[src/rtl/usb_buffer_ctrl_pkg.sv]
// Shared constants and FSM state type for the USB buffer controller.
// Buffer geometry is fixed; occupancy is wide enough to hold the value DEPTH itself.
package usb_buf_pkg;

   localparam int DEPTH = 64;
   localparam int OCC_W = $clog2(DEPTH + 1);

   typedef enum logic [2:0] {
      IDLE     = 3'd0,
      TX_FILL  = 3'd1,
      TX_SEND  = 3'd2,
      RX_FILL  = 3'd3,
      RX_DRAIN = 3'd4
   } state_t;

endpackage

[src/rtl/usb_buffer_ctrl_if.sv]
// Signal bundle between the buffer controller and its surroundings
// (host interface, TX/RX packet engines and the buffer itself).
interface usb_buffer_ctrl_if;
   import usb_buf_pkg::*;

   logic             host_wr_req;
   logic             host_rd_req;
   logic             host_ack;
   logic             host_rd_valid;
   logic             host_clear;
   logic             tx_commit;
   logic             usb_wr_req;
   logic             usb_rd_req;
   logic             usb_ack;
   logic             rx_done;
   logic             rx_abort;
   logic [OCC_W-1:0] buffer_occupancy;
   logic             store_tx_data;
   logic             store_rx_packet_data;
   logic             get_tx_packet_data;
   logic             get_rx_data;
   logic             flush;
   logic             clear;
   logic             tx_ready;
   logic [OCC_W-1:0] tx_len;
   logic             rx_avail;
   logic             err_ovf;
   logic             err_udf;

   // Controller side
   modport slave (
      input  host_wr_req, host_rd_req, host_clear, tx_commit,
      input  usb_wr_req, usb_rd_req, rx_done, rx_abort, buffer_occupancy,
      output host_ack, host_rd_valid, usb_ack,
      output store_tx_data, store_rx_packet_data, get_tx_packet_data, get_rx_data,
      output flush, clear, tx_ready, tx_len, rx_avail, err_ovf, err_udf
   );

   // Environment side: requesters plus the buffer
   modport master (
      output host_wr_req, host_rd_req, host_clear, tx_commit,
      output usb_wr_req, usb_rd_req, rx_done, rx_abort, buffer_occupancy,
      input  host_ack, host_rd_valid, usb_ack,
      input  store_tx_data, store_rx_packet_data, get_tx_packet_data, get_rx_data,
      input  flush, clear, tx_ready, tx_len, rx_avail, err_ovf, err_udf
   );

endinterface

[src/rtl/usb_buffer_ctrl.sv]
// Owner of the shared USB data buffer: one transfer direction at a time,
// Mealy strobes/acks, registered tx_len and host_rd_valid.
module usb_buffer_ctrl
   import usb_buf_pkg::*;
(
   input  logic              clk,
   input  logic              rst,
   usb_buffer_ctrl_if.slave  bus
);

   state_t           state_reg;
   state_t           state_next;
   logic [OCC_W-1:0] tx_len_reg;
   logic             rd_valid_reg;
   logic             latch_len;
   logic             full;
   logic             empty;

   logic host_ack_c, usb_ack_c;
   logic store_tx_c, store_rx_c, get_tx_c, get_rx_c;
   logic flush_c, clear_c, tx_ready_c, rx_avail_c, err_ovf_c, err_udf_c;

   // Occupancy trails the strobes by exactly one cycle, so these are exact.
   assign full  = (bus.buffer_occupancy == OCC_W'(DEPTH));
   assign empty = (bus.buffer_occupancy == '0);

   always_comb begin
      host_ack_c = 1'b0;
      usb_ack_c  = 1'b0;
      store_tx_c = 1'b0;
      store_rx_c = 1'b0;
      get_tx_c   = 1'b0;
      get_rx_c   = 1'b0;
      flush_c    = 1'b0;
      clear_c    = 1'b0;
      tx_ready_c = 1'b0;
      rx_avail_c = 1'b0;
      err_ovf_c  = 1'b0;
      err_udf_c  = 1'b0;
      latch_len  = 1'b0;
      state_next = state_reg;

      if (!rst) begin
         tx_ready_c = (state_reg == TX_SEND);
         rx_avail_c = (state_reg == RX_DRAIN);

         if (bus.host_clear) begin
            clear_c    = 1'b1;
            state_next = IDLE;
         end else if (bus.rx_abort && (state_reg == RX_FILL || state_reg == RX_DRAIN)) begin
            flush_c    = 1'b1;
            state_next = IDLE;
         end else begin
            case (state_reg)
               IDLE: begin
                  // The USB side wins a tie: a packet on the wire cannot wait.
                  if (bus.usb_wr_req) begin
                     store_rx_c = 1'b1;
                     usb_ack_c  = 1'b1;
                     state_next = RX_FILL;
                  end else if (bus.host_wr_req) begin
                     store_tx_c = 1'b1;
                     host_ack_c = 1'b1;
                     state_next = TX_FILL;
                  end
               end

               TX_FILL: begin
                  if (bus.tx_commit) begin
                     if (empty) begin
                        state_next = IDLE;
                     end else begin
                        latch_len  = 1'b1;
                        state_next = TX_SEND;
                     end
                  end else if (bus.host_wr_req) begin
                     if (full) begin
                        err_ovf_c = 1'b1;
                     end else begin
                        store_tx_c = 1'b1;
                        host_ack_c = 1'b1;
                     end
                  end
               end

               TX_SEND: begin
                  if (empty) begin
                     err_udf_c  = bus.usb_rd_req;
                     state_next = IDLE;
                  end else if (bus.usb_rd_req) begin
                     get_tx_c  = 1'b1;
                     usb_ack_c = 1'b1;
                  end
               end

               RX_FILL: begin
                  // End of packet takes the cycle; a trailing write is not stored.
                  if (bus.rx_done) begin
                     state_next = empty ? IDLE : RX_DRAIN;
                  end else if (bus.usb_wr_req) begin
                     if (full) begin
                        err_ovf_c = 1'b1;
                     end else begin
                        store_rx_c = 1'b1;
                        usb_ack_c  = 1'b1;
                     end
                  end
               end

               RX_DRAIN: begin
                  if (empty) begin
                     err_udf_c  = bus.host_rd_req;
                     state_next = IDLE;
                  end else if (bus.host_rd_req) begin
                     get_rx_c   = 1'b1;
                     host_ack_c = 1'b1;
                  end
               end

               default: state_next = IDLE;
            endcase
         end
      end
   end

   always_ff @(posedge clk) begin
      if (rst) begin
         state_reg    <= IDLE;
         tx_len_reg   <= '0;
         rd_valid_reg <= 1'b0;
      end else begin
         state_reg    <= state_next;
         rd_valid_reg <= get_rx_c;
         if (latch_len) begin
            tx_len_reg <= bus.buffer_occupancy;
         end
      end
   end

   assign bus.host_ack             = host_ack_c;
   assign bus.usb_ack              = usb_ack_c;
   assign bus.store_tx_data        = store_tx_c;
   assign bus.store_rx_packet_data = store_rx_c;
   assign bus.get_tx_packet_data   = get_tx_c;
   assign bus.get_rx_data          = get_rx_c;
   assign bus.flush                = flush_c;
   assign bus.clear                = clear_c;
   assign bus.tx_ready             = tx_ready_c;
   assign bus.rx_avail             = rx_avail_c;
   assign bus.err_ovf              = err_ovf_c;
   assign bus.err_udf              = err_udf_c;
   assign bus.tx_len               = tx_len_reg;
   assign bus.host_rd_valid        = rd_valid_reg;

   // The buffer accepts at most one store and one get per cycle.
   a_one_store: assert property (@(posedge clk) !(store_tx_c && store_rx_c));
   a_one_get:   assert property (@(posedge clk) !(get_tx_c && get_rx_c));

endmodule
[src/flat_wrapper.sv]
// flat-port wrapper written by rule: the top's interface ports become plain ports
module usb_buffer_ctrl_flat import usb_buf_pkg::*;
  (clk, rst, bus_host_wr_req, bus_host_rd_req, bus_host_clear, bus_tx_commit, bus_usb_wr_req, bus_usb_rd_req, bus_rx_done, bus_rx_abort, bus_buffer_occupancy, bus_host_ack, bus_host_rd_valid, bus_usb_ack, bus_store_tx_data, bus_store_rx_packet_data, bus_get_tx_packet_data, bus_get_rx_data, bus_flush, bus_clear, bus_tx_ready, bus_tx_len, bus_rx_avail, bus_err_ovf, bus_err_udf);
  usb_buffer_ctrl_if bus_i ();
  input  logic clk;
  input  logic rst;
  input wire logic [$bits(bus_i.host_wr_req)-1:0] bus_host_wr_req;
  input wire logic [$bits(bus_i.host_rd_req)-1:0] bus_host_rd_req;
  input wire logic [$bits(bus_i.host_clear)-1:0] bus_host_clear;
  input wire logic [$bits(bus_i.tx_commit)-1:0] bus_tx_commit;
  input wire logic [$bits(bus_i.usb_wr_req)-1:0] bus_usb_wr_req;
  input wire logic [$bits(bus_i.usb_rd_req)-1:0] bus_usb_rd_req;
  input wire logic [$bits(bus_i.rx_done)-1:0] bus_rx_done;
  input wire logic [$bits(bus_i.rx_abort)-1:0] bus_rx_abort;
  input wire logic [$bits(bus_i.buffer_occupancy)-1:0] bus_buffer_occupancy;
  output wire logic [$bits(bus_i.host_ack)-1:0] bus_host_ack;
  output wire logic [$bits(bus_i.host_rd_valid)-1:0] bus_host_rd_valid;
  output wire logic [$bits(bus_i.usb_ack)-1:0] bus_usb_ack;
  output wire logic [$bits(bus_i.store_tx_data)-1:0] bus_store_tx_data;
  output wire logic [$bits(bus_i.store_rx_packet_data)-1:0] bus_store_rx_packet_data;
  output wire logic [$bits(bus_i.get_tx_packet_data)-1:0] bus_get_tx_packet_data;
  output wire logic [$bits(bus_i.get_rx_data)-1:0] bus_get_rx_data;
  output wire logic [$bits(bus_i.flush)-1:0] bus_flush;
  output wire logic [$bits(bus_i.clear)-1:0] bus_clear;
  output wire logic [$bits(bus_i.tx_ready)-1:0] bus_tx_ready;
  output wire logic [$bits(bus_i.tx_len)-1:0] bus_tx_len;
  output wire logic [$bits(bus_i.rx_avail)-1:0] bus_rx_avail;
  output wire logic [$bits(bus_i.err_ovf)-1:0] bus_err_ovf;
  output wire logic [$bits(bus_i.err_udf)-1:0] bus_err_udf;
  assign bus_i.host_wr_req = bus_host_wr_req;
  assign bus_i.host_rd_req = bus_host_rd_req;
  assign bus_i.host_clear = bus_host_clear;
  assign bus_i.tx_commit = bus_tx_commit;
  assign bus_i.usb_wr_req = bus_usb_wr_req;
  assign bus_i.usb_rd_req = bus_usb_rd_req;
  assign bus_i.rx_done = bus_rx_done;
  assign bus_i.rx_abort = bus_rx_abort;
  assign bus_i.buffer_occupancy = bus_buffer_occupancy;
  assign bus_host_ack = bus_i.host_ack;
  assign bus_host_rd_valid = bus_i.host_rd_valid;
  assign bus_usb_ack = bus_i.usb_ack;
  assign bus_store_tx_data = bus_i.store_tx_data;
  assign bus_store_rx_packet_data = bus_i.store_rx_packet_data;
  assign bus_get_tx_packet_data = bus_i.get_tx_packet_data;
  assign bus_get_rx_data = bus_i.get_rx_data;
  assign bus_flush = bus_i.flush;
  assign bus_clear = bus_i.clear;
  assign bus_tx_ready = bus_i.tx_ready;
  assign bus_tx_len = bus_i.tx_len;
  assign bus_rx_avail = bus_i.rx_avail;
  assign bus_err_ovf = bus_i.err_ovf;
  assign bus_err_udf = bus_i.err_udf;
  usb_buffer_ctrl u_core (.clk(clk), .rst(rst), .bus(bus_i));
endmodule
[config.mk]
export PLATFORM = sky130hd
export DESIGN_NAME = usb_buffer_ctrl_flat
export DESIGN_NICKNAME = d
export VERILOG_FILES = /design/src/rtl/usb_buffer_ctrl_pkg.sv /design/src/rtl/usb_buffer_ctrl_if.sv /design/src/rtl/usb_buffer_ctrl.sv /design/src/flat_wrapper.sv
export SDC_FILE = /design/constraint.sdc
export NUM_CORES = 1
export LEC_CHECK = 0
export BUFFER_PORTS_ARGS = -buffer_cell sky130_fd_sc_hd__buf_2
export CAP_MARGIN = 10
export CORE_MARGIN = 1.5
export CORE_UTILIZATION = 43
export DETAILED_ROUTE_END_ITERATION = 10
export GPL_ROUTABILITY_DRIVEN = 0
export PLACE_DENSITY_LB_ADDON = 0.2
export SLEW_MARGIN = 10
export SYNTH_ARGS = -nofsm -noshare
export SYNTH_HDL_FRONTEND = slang
export SYNTH_SLANG_ARGS = --single-unit
[constraint.sdc]
create_clock -name clk -period 2.1 [get_ports clk]
set_input_delay 0.21 -clock clk [delete_from_list [all_inputs] [get_ports clk]]
set_output_delay 0.21 -clock clk [all_outputs]
set_load 0.05 [all_outputs]
==> metrics.cfg, run 1 <==
[status]
run_status=complete, no violations

[clocking]
ctsHtreeMaxLevel=1
cts_tree=done
cts_buffers=3
ctsHoldBuffers=0
cts-root-buf=clkbuf_4
cts.clk_slew.worst_paths_ns=0.08
insertion_delay_ns=0.27
cts_sinks=11
clockBufferDepth=2
cts_resized=2
cts_setup_buffers=0

[yosys]
synth_most_common_cell=nor2_1
syn_avg_cell_area_sq_um=7.90
synthCells=90
synthFlopType=dfxtp_1
ys_ff_latch=11
synthTopCellsByArea=dfxtp_1 31%, mux2i_1 11%, nor2_1 9.0%
yosys.cell_types.count=31
syn-cell-area_sq_um=711
synth-edff-count=0
syn_nets=107
synthArstFlopShare_pct=0
ys_seq_area_share_pct=31.0
ys_top_cells_by_count=17 x nor2_1, 11 x dfxtp_1, 8 x mux2i_1
yosysWarnings=0
yosysTopAreaCell=dfxtp_1
synth_top_area_share_pct=31.0

[die]
die_area_sq_um=1910
chipHeight_um=43.7
rows=14
die_w_um=43.7
core-area_sq_um=1520
ioPinCount=37
start_util_pct=46.6

[layout]
n_fill_cell=137
final_cells=147
drive_gt1_share_pct=40.5
multi_input_area_sq_um=485
seq_area_sq_um=220
antenna_cells=0
area_growth_syn_to_layout_pct=38.2
final_cell_area_sq_um=982
largest_reg_flops=7
nNetsFinal=149

[power]
leakagePower_nw=0.497
irDropWorstVdd_mv=0.404
power_density_nw_per_um2=501

[placed_design]
pre_cts_ws_ns=0.0943
placed_area_sq_um=937
port_buffers=36
dp.final_hpwl_um=1400
place_inst=143

[detailed_routing]
wire_per_inst_um=11.6
ant_nets=0
drc_errors=0
viasPerCell=5.29
drt-initial-drc-count=8
drt_first_pass_iters=4
vias=778
drt_wl_total_um=1700

[min_path]
hold_path_class=input port to register
hold_depth=3

[sta]
setup_ws_ns=0.126
slew_viol_final=0
post-route-period-util_pct=94.0
rsz0062_at_grt=false
setup_viol=0
hold_violations=0
worstMarginPinSlew_ns=0.414
fin_crit_ns=1.97
relSlewSlack_pct=72.3
clock.fmax_mhz=507
finClkSkew_ns=0.0111

[grt]
grt_pass1_wl_um=2840
grt_overflow=0
grt_max_degree=13
antenna_found_initial=0
first_global_vias=666
grtUsageTotal_pct=19.8

[critical_path]
crit_chain=buf_4, nor4_1, a31oi_1, o32ai_2, clkbuf_4
endpoint=bus_host_ack
r2r-end=u_core.bus.tx_len[0]
start_kind=register
rr_startpoint=u_core.state_reg[0]
critical_path_class=register to output port
crit_path_end_kind=output port
critPathRequiredTime_ns=1.89
rrSetupSlack_ns=0.47
cpMaxStageDelayCell=nor4_1
r2r_cells=5
worst-path-buf-inv=2
crit_cells=5
startpoint=u_core.state_reg[0]
cp_max_fo=7
critPathTopFamily=buffers and inverters
critical-path-max-stage-delay_ns=0.37
cp.arrival_ns=1.76

[run]
cap_violations=0

-- power by group --
part	switching (mW)	internal (mW)	total, mW
sequential	0.00372	0.213	0.217
combinational	0.0841	0.0472	0.131
clock	0.0711	0.0734	0.145
-- kinds of logic after synthesis --
family                 count (synthesis)  synth area share, %
multiplexers                           8                 11.3
AO/OA/AOI/OAI                         16                 18.1
buffers and inverters                  6                 3.70
AND/OR/NAND/NOR                       48                 34.7
XOR/XNOR                               1                 1.23
flip-flops                            11                 31.0
-- metrics by stage --
step                      power (mW)  setup TNS (ns)  hold slack, ns  utilization, %
after floorplan                0.307           -1.09           0.354               -
after global placement         0.348               0           0.472            61.5
after detailed placement       0.350               0           0.482            61.5
after CTS                      0.496               0           0.194            63.4
after global routing           0.520               0           0.214            64.4
final                          0.492               0           0.204            64.4
-- how the worst min path moves through the flow --
| stage | startpoint | endpoint | slack, ns |
|---|---|---|---|
| after floorplan | bus_buffer_occupancy[0] | u_core.bus.tx_len[0] | 0.35 |
| after global placement | u_core.bus.tx_len[6] | u_core.bus.tx_len[6] | 0.47 |
| after detailed placement | bus_buffer_occupancy[3] | u_core.bus.tx_len[3] | 0.48 |
| after CTS | bus_buffer_occupancy[3] | u_core.bus.tx_len[3] | 0.19 |
| after global routing | bus_buffer_occupancy[5] | u_core.bus.tx_len[5] | 0.21 |
| final | bus_buffer_occupancy[3] | u_core.bus.tx_len[3] | 0.20 |
-- worst min-delay path, cell delays in order --
cell and delay, ns:
buf_2 0.10, mux2i_1 0.06, nor2_1 0.07
-- layout by cell type (no fill, tap or decap), drive strengths merged, types with 2 or more instances in the layout --
cell	count
a21oi	4
a31oi	2
and3b	2
buf	40
clkbuf	5
dfxtp	11
inv	2
mux2i	8
nand2	7
nand3	2
nand4	2
nor2	17
nor2b	2
nor3	6
nor3b	2
nor4	2
o21ai	3
-- cell type report --
| type | instances | area share (%) |
|---|---|---|
| multi-input cells | 73 | 49.4 |
| well taps | 16 | 2.04 |
| clock buffers | 4 | 2.68 |
| flip-flops and latches | 11 | 22.4 |
| inverters | 2 | 0.764 |
| repair buffers | 41 | 22.7 |
-- layer usage --
metal / GRT usage [%] / wire length [um]
met3: 3.75 / 111
met5: 0 / 0
met2: 32.4 / 808
met4: 7.27 / 0
met1: 25.8 / 780
Note: power is estimated with default switching activity, not from simulation.
==> inputs of run 2 (changes only) <==
--- a/config.mk
+++ b/config.mk
@@ -8,7 +8,7 @@
 export BUFFER_PORTS_ARGS = -buffer_cell sky130_fd_sc_hd__buf_2
 export CAP_MARGIN = 10
 export CORE_MARGIN = 1.5
-export CORE_UTILIZATION = 43
+export CORE_UTILIZATION = 39
 export DETAILED_ROUTE_END_ITERATION = 10
 export GPL_ROUTABILITY_DRIVEN = 0
 export PLACE_DENSITY_LB_ADDON = 0.2
==> constraint.sdc (replaced) <==
create_clock -name clk -period 1.61 [get_ports clk]
set_input_delay 0.161 -clock clk [delete_from_list [all_inputs] [get_ports clk]]
set_output_delay 0.161 -clock clk [all_outputs]
set_load 0.05 [all_outputs]
==> run 2 against run 1 <==
Compared with the run above: the flow now finishes with violations (negative setup slack); non-clock buffer count up 25; register-to-register slack worse by 0.43 ns; clock skew shrank 0.0057 ns; critical path type unchanged.
==> metrics.cfg, run 2 (synthesis gave the netlist of run 1 again) <==
[status]
run_status=complete, but fails checks
violations=negative setup slack

[layout]
antenna_cells=0  ; unchanged
drive_gt1_share_pct=63.5  ; +23 points
final_common_cell=buf_2
multi_input_area_sq_um=678  ; +40%
largest_reg_flops=7  ; unchanged
final_cell_area_sq_um=1470  ; +50%
n_fill_cell=94  ; -31%
layout_common_cells=27 x buf_2, 25 x buf_4, 14 x nor2_1
area_growth_syn_to_layout_pct=107
final_cells=181  ; +23%
nNetsFinal=174  ; +17%
seq_area_sq_um=229  ; +4.0%
finish.utilization_pct=85.1  ; +21 points

[placed_design]
port_buffers=36  ; unchanged
dp.final_hpwl_um=1850  ; +32%
pre_cts_ws_ns=-0.230  ; -0.324 ns
place_inst=170  ; +19%
placed_area_sq_um=1200  ; +28%

[power]
p_int_mw=0.512  ; +54%
irDropWorstVdd_mv=0.538  ; +33%
pwr-share-seq_pct=35.9  ; -8.1 points
leakagePower_nw=0.683  ; +37%
clockPowerShare_pct=24.9  ; -4.5 points
pwr-share-comb_pct=39.2  ; +13 points
power_density_nw_per_um2=540  ; +7.7%
switching_share_pct=35.4  ; +3.2 points
p_switching_mw=0.281  ; +77%

[critical_path]
cp.arrival_ns=1.79  ; +0.03 ns
worst-path-buf-inv=2  ; unchanged
critPathTopFamily=simple AND/OR/NAND/NOR gates
start_kind=register
critical_path_class=register to output port
crit_chain=and3b_2, o21ai_4, nand3_2, buf_12, o22ai_4, buf_6
critical-path-max-stage-delay_ns=0.37  ; about the same
cpMaxStageDelayCell=dfxtp_4
cp_max_fo=5  ; -2
rrSetupSlack_ns=0.04  ; -0.43 ns
r2r-end=u_core.bus.tx_len[0]
rr_startpoint=u_core.state_reg[1]
critPathRequiredTime_ns=1.45  ; -0.44 ns
crit_path_end_kind=output port
r2r_cells=7  ; +2

[sta]
slew_viol_final=0  ; unchanged
post-route-period-util_pct=121
hold_ws_ns=0.168  ; -0.0361 ns
relSlewSlack_pct=70.5  ; -1.8 points
setup_ws_ns=-0.342  ; -0.468 ns
finClkSkew_ns=0.00544  ; -0.00571 ns
rsz0062_at_grt=true
setup_viol=9  ; +9
hold_violations=0  ; unchanged
fin_crit_ns=1.95
worstMarginPinSlew_ns=0.441  ; +0.0267 ns
clock.fmax_mhz=512

[clocking]
clockBufferDepth=2  ; unchanged
cts.clk_slew.worst_paths_ns=0.08  ; about the same
cts_buffers=3  ; unchanged
ctsHoldBuffers=0  ; unchanged
insertion_delay_ns=0.27  ; about the same
ctsHtreeMaxLevel=1  ; unchanged
cts_sinks=11  ; unchanged
cts-root-buf=clkbuf_4
cts_tree=done

[detailed_routing]
ant_nets=0  ; unchanged
drt_wl_total_um=3060  ; +80%
drt-initial-drc-count=71  ; +63
drt_first_pass_iters=4  ; unchanged
vias=1028  ; +32%
drc_errors=0  ; unchanged
viasPerCell=5.68  ; +7.3%
wire_per_inst_um=16.9  ; +46%

[grt]
grt_max_degree=12  ; -1
grt_pass1_wl_um=4220  ; +49%
grtUsageTotal_pct=29.2  ; +9.4 points
antenna_found_initial=0  ; unchanged
grt_overflow=0  ; unchanged
first_global_vias=952  ; +43%

[min_path]
hp-start=bus_buffer_occupancy[5]
hold_end=u_core.bus.tx_len[5]
hold_depth=3  ; unchanged
hold_path_class=input port to register

[die]
die_w_um=45.7  ; +4.7%
chipHeight_um=45.7  ; +4.7%
core-area_sq_um=1730  ; +13%
start_util_pct=41.2  ; -5.5 points
ioPinCount=37  ; unchanged
rows=15  ; +1
die_area_sq_um=2090  ; +9.5%

[run]
cap_violations=0  ; unchanged

-- run 2: cell count changes in the layout (fill, tap and decap cells not counted), sizes merged --
cell,delta
clkbuf,-1
buf,+26
-- run 2: repair_timing --
action,CTS,global route
resized for setup,34,13
endpoints found under the setup margin,9,18
pin swaps,8,5
setup buffers,5,2
-- run 2: power by group through the flow --
stage	logic [mW]	registers [mW]	clock network, mW
3_3_place_gp	0.225	0.288	0
5_1_grt	0.324	0.285	0.217
2_1_floorplan	0.134	0.292	0
3_5_place_dp	0.233	0.289	0
4_1_cts	0.277	0.284	0.199
6_report	0.311	0.285	0.198
-- run 2: worst max path at each step --
stage,startpoint,end,slack [ns],cells after the start
2_1_floorplan,bus_buffer_occupancy[5],bus_err_udf,-0.26,3
4_1_cts,u_core.state_reg[0],bus_usb_ack,-0.23,6
5_1_grt,u_core.state_reg[0],bus_usb_ack,-0.39,6
3_5_place_dp,bus_buffer_occupancy[5],bus_err_udf,-0.23,5
3_3_place_gp,bus_buffer_occupancy[5],bus_err_udf,-0.22,5
6_report,u_core.state_reg[2],bus_usb_ack,-0.34,6
-- run 2: layout make-up --
cell class                      instances  share of cell area (%)
Multi-Input combinational cell         73                    46.2
Timing Repair Buffer                   66                    33.8
Inverter                                2                   0.511
Tap cell                               25                    2.13
Sequential cell                        11                    15.6
Clock buffer                            4                    1.79
-- run 2: routing by layer --
metal  track usage [%]  part of all wire [%]
met5                 0                     0
met4              15.3                   3.9
met3              5.16                   8.7
met2              49.3                    52
met1              34.9                    36
-- run 2: per-stage QoR --
step | TNS [ns] | power [mW]
6_report | -2.27 | 0.793
3_5_place_dp | -1.75 | 0.522
3_3_place_gp | -1.57 | 0.513
2_1_floorplan | -0.837 | 0.425
4_1_cts | -1.58 | 0.761
5_1_grt | -2.88 | 0.826
-- run 2: worst min-delay path: stages --
cell and delay, ns:
buf_2 0.10, mux2i_1 0.07, nor2_1 0.08
==> inputs of run 3 (changes only) <==
--- a/config.mk
+++ b/config.mk
@@ -5,11 +5,12 @@
 export SDC_FILE = /design/constraint.sdc
 export NUM_CORES = 1
 export LEC_CHECK = 0
-export BUFFER_PORTS_ARGS = -buffer_cell sky130_fd_sc_hd__buf_2
+export ABC_CLOCK_PERIOD_IN_PS = 1610
 export CAP_MARGIN = 10
 export CORE_MARGIN = 1.5
-export CORE_UTILIZATION = 39
+export CORE_UTILIZATION = 53
 export DETAILED_ROUTE_END_ITERATION = 10
+export DONT_BUFFER_PORTS = 1
 export GPL_ROUTABILITY_DRIVEN = 0
 export PLACE_DENSITY_LB_ADDON = 0.2
 export SLEW_MARGIN = 10
==> run 3 against run 2 <==
Compared with the run above: the flow now stops in 4_1_cts; synthesized cell count is the same; synthesized area is the same.
==> metrics.cfg, run 3 <==
[status]
run_status=stopped before the end
haltStage=4_1_cts
error_line=[ERROR DPL-0038] Utilization greater than 100%, impossible to legalize

[yosys]
synthCells=90  ; unchanged
synthTopCellsByArea=dfxtp_1 31%, mux2i_1 11%, nor2_1 9.0%
ys_top_cells_by_count=17 x nor2_1, 11 x dfxtp_1, 8 x mux2i_1
synth-edff-count=0  ; unchanged
yosys.cell_types.count=31  ; unchanged
synth_most_common_cell=nor2_1
synthFlopType=dfxtp_1
synthArstFlopShare_pct=0  ; unchanged
syn_avg_cell_area_sq_um=7.90  ; unchanged
yosysTopAreaCell=dfxtp_1
syn_nets=107  ; unchanged
syn-cell-area_sq_um=711  ; unchanged
yosysWarnings=0  ; unchanged
ys_ff_latch=11  ; unchanged
synth_top_area_share_pct=31.0  ; unchanged
ys_seq_area_share_pct=31.0  ; unchanged

[placed_design]
dp.final_hpwl_um=1710  ; -7.2%
port_buffers=0  ; -100%

[die]
rows=13  ; -2
start_util_pct=56.0  ; +15 points
ioPinCount=37  ; unchanged
die_w_um=39.6  ; -13%
chipHeight_um=39.6  ; -13%

[clocking]
cts_setup_buffers=6  ; +1
clockBufferDepth=2  ; unchanged
cts_buffers=3  ; unchanged
cts_resized=12  ; -65%
cts_sinks=11  ; unchanged
ctsHtreeMaxLevel=1  ; unchanged
ctsHoldBuffers=1  ; +1
cts-root-buf=clkbuf_4

run 3: kinds of logic after synthesis:
family	synth area share (%)
and+or+nand+nor	34.7
muxes	11.3
DFF	31.0
AOI/OAI and AO/OA	18.1
buffers and inverters	3.70
xor gates and xnor gates	1.23
run 3: metrics by stage:
| stage | instance area [sq um] | std cells | util [%] | worst slack [ns] |
|---|---|---|---|---|
| 2_1_floorplan | 830 | 90 | - | -0.264 |
| 3_3_place_gp | 1140 | 130 | 89.7 | -0.0543 |
| 3_5_place_dp | 1140 | 130 | 89.7 | -0.103 |
==> inputs of run 4 (changes only) <==
--- a/config.mk
+++ b/config.mk
@@ -5,14 +5,14 @@
 export SDC_FILE = /design/constraint.sdc
 export NUM_CORES = 1
 export LEC_CHECK = 0
-export ABC_CLOCK_PERIOD_IN_PS = 1610
+export ABC_CLOCK_PERIOD_IN_PS = 2100
 export CAP_MARGIN = 10
-export CORE_MARGIN = 1.5
-export CORE_UTILIZATION = 53
+export CORE_AREA = 2 2 63 65
 export DETAILED_ROUTE_END_ITERATION = 10
+export DIE_AREA = 0 0 65 67
 export DONT_BUFFER_PORTS = 1
 export GPL_ROUTABILITY_DRIVEN = 0
-export PLACE_DENSITY_LB_ADDON = 0.2
+export PLACE_DENSITY_LB_ADDON = 0.15
 export SLEW_MARGIN = 10
 export SYNTH_ARGS = -nofsm -noshare
 export SYNTH_HDL_FRONTEND = slang
==> constraint.sdc (replaced) <==
create_clock -name clk -period 2.1 [get_ports clk]
set_input_delay 0.21 -clock clk [delete_from_list [all_inputs] [get_ports clk]]
set_output_delay 0.21 -clock clk [all_outputs]
set_load 0.05 [all_outputs]
==> run 4 against run 3 <==
Compared with the run above: the run now ends clean.
==> metrics.cfg, run 4 (synthesis gave the netlist of run 1 again) <==
[clocking]
ctsHtreeMaxLevel=1  ; unchanged
insertion_delay_ns=0.24
clockBufferDepth=2  ; unchanged
cts_buffers=3  ; unchanged
cts.clk_slew.worst_paths_ns=0.06
cts_tree=done
cts-root-buf=clkbuf_8
ctsHoldBuffers=0  ; -1
cts_sinks=11  ; unchanged

[die]
die_w_um=65  ; +64%
core-area_sq_um=3610
ioPinCount=37  ; unchanged
die_area_sq_um=4360
start_util_pct=19.7  ; -36 points
rows=22  ; +9
chipHeight_um=67  ; +69%

[detailed_routing]
ant_nets=0
drc_errors=0
vias=726
drt_wl_total_um=2080
viasPerCell=4.71
drt-initial-drc-count=41
wire_per_inst_um=13.5
drt_first_pass_iters=4

[layout]
largest_reg_flops=7
area_growth_syn_to_layout_pct=32.7
layout_common_cells=17 x nor2_1, 15 x buf_4, 10 x dfxtp_1
drive_gt1_share_pct=27.4
n_fill_cell=419
nNetsFinal=124
final_common_cell=nor2_1
antenna_cells=0

[run]
cap_violations=0

[critical_path]
crit_path_end_kind=output port
rr_startpoint=u_core.state_reg[1]
worst-path-buf-inv=1
critical_path_class=register to output port
critical-path-max-stage-delay_ns=0.38
rrSetupSlack_ns=0.52
cpMaxStageDelayCell=dfxtp_1
cp_max_fo=10
cp.arrival_ns=1.76
crit_chain=nor3b_1, nand2_1, a2111oi_2, buf_4
start_kind=register
critPathRequiredTime_ns=1.89
critPathTopFamily=simple AND/OR/NAND/NOR gates
r2r-end=u_core.bus.tx_len[1]
r2r_cells=5

[grt]
grtUsageTotal_pct=9.82
grt_overflow=0
first_global_vias=682
grt_max_degree=13
grt_pass1_wl_um=3220
antenna_found_initial=0

[power]
power_density_nw_per_um2=580
p_total_mw=0.547
leakagePower_nw=0.390
irDropWorstVdd_mv=0.194

[sta]
finalSetupTns_ns=0
post-route-period-util_pct=93.8
rsz0062_at_grt=false
slew_viol_final=0
relSlewSlack_pct=65.4
fin_crit_ns=1.97
worstMarginPinSlew_ns=0.519
setup_viol=0
finClkSkew_ns=0.00584
hold_violations=0
clock.fmax_mhz=508

[min_path]
hold_end=u_core.bus.tx_len[4]
hold_path_class=input port to register
hold_depth=1
hp-start=rst

[status]
run_status=complete, no violations

[placed_design]
dp.final_hpwl_um=1680  ; -1.9%
port_buffers=0  ; unchanged

-- run 4: power by group --
part	switching, mW	internal [mW]	leakage [nW]	total, mW
logic	0.0658	0.0382	0.277	0.104
clock network	0.0860	0.134	0.0228	0.220
registers	0.00995	0.213	0.0895	0.223
total	0.162	0.385	0.390	0.547
-- run 4: worst register-to-register path, stage by stage, from the launching register on --
cell	delay, ns
dfxtp_1	0.33
buf_4	0.18
nor3b_1	0.41
o2111ai_4	0.29
mux2i_1	0.21
nor2_1	0.06
-- run 4: how the worst max path moves through the flow --
stage / startpoint / to / slack, ns / depth (start not counted)
after floorplan: u_core.state_reg[2] / bus_err_ovf / -0.37 / 5
after global placement: u_core.state_reg[2] / bus_host_ack / 0.17 / 5
after detailed placement: u_core.state_reg[2] / bus_host_ack / 0.11 / 5
after CTS: u_core.state_reg[2] / bus_host_ack / 0.03 / 5
after global routing: u_core.state_reg[0] / bus_host_ack / 0.01 / 5
final: u_core.state_reg[0] / bus_err_udf / 0.13 / 4
-- run 4: cell type report --
| class | instances | area [sq um] | share of cell area (%) |
|---|---|---|---|
| well taps | 48 | 60.1 | 6.37 |
| inverters | 2 | 7.51 | 0.796 |
| repair buffers | 16 | 124 | 13.1 |
| clock buffers | 4 | 45.0 | 4.77 |
| multi-input cells | 73 | 485 | 51.5 |
| flip-flops and latches | 11 | 221 | 23.5 |
-- run 4: repair_timing --
action | 4_1_cts | 5_1_grt
endpoints found under the setup margin | 5 | 5
endpoints found under the hold margin | 0 | 0
gates resized for setup | 2 | 4
buffers inserted | 0 | 2
-- run 4: stage by stage --
| step | cell area (sq um) | hold WS (ns) | utilization, % | instances | setup WS [ns] |
|---|---|---|---|---|---|
| after floorplan | 718 | 0.354 | - | 90 | -0.372 |
| after global placement | 870 | 0.286 | 24.1 | 148 | 0.173 |
| after detailed placement | 870 | 0.289 | 24.1 | 148 | 0.107 |
| after CTS | 917 | 0.0295 | 25.4 | 152 | 0.0279 |
| after global routing | 943 | 0.0286 | 26.2 | 154 | 0.0117 |
| final | 943 | 0.0372 | 26.2 | 154 | 0.131 |
-- run 4: per-layer routing --
layer,vias to the layer above,GRT usage [%],wire length [um]
met3,0,4.73,212
met4,0,2.39,0
met1,338,12.3,963
met5,-,0,0
met2,30,15.1,907
li1,358,-,-
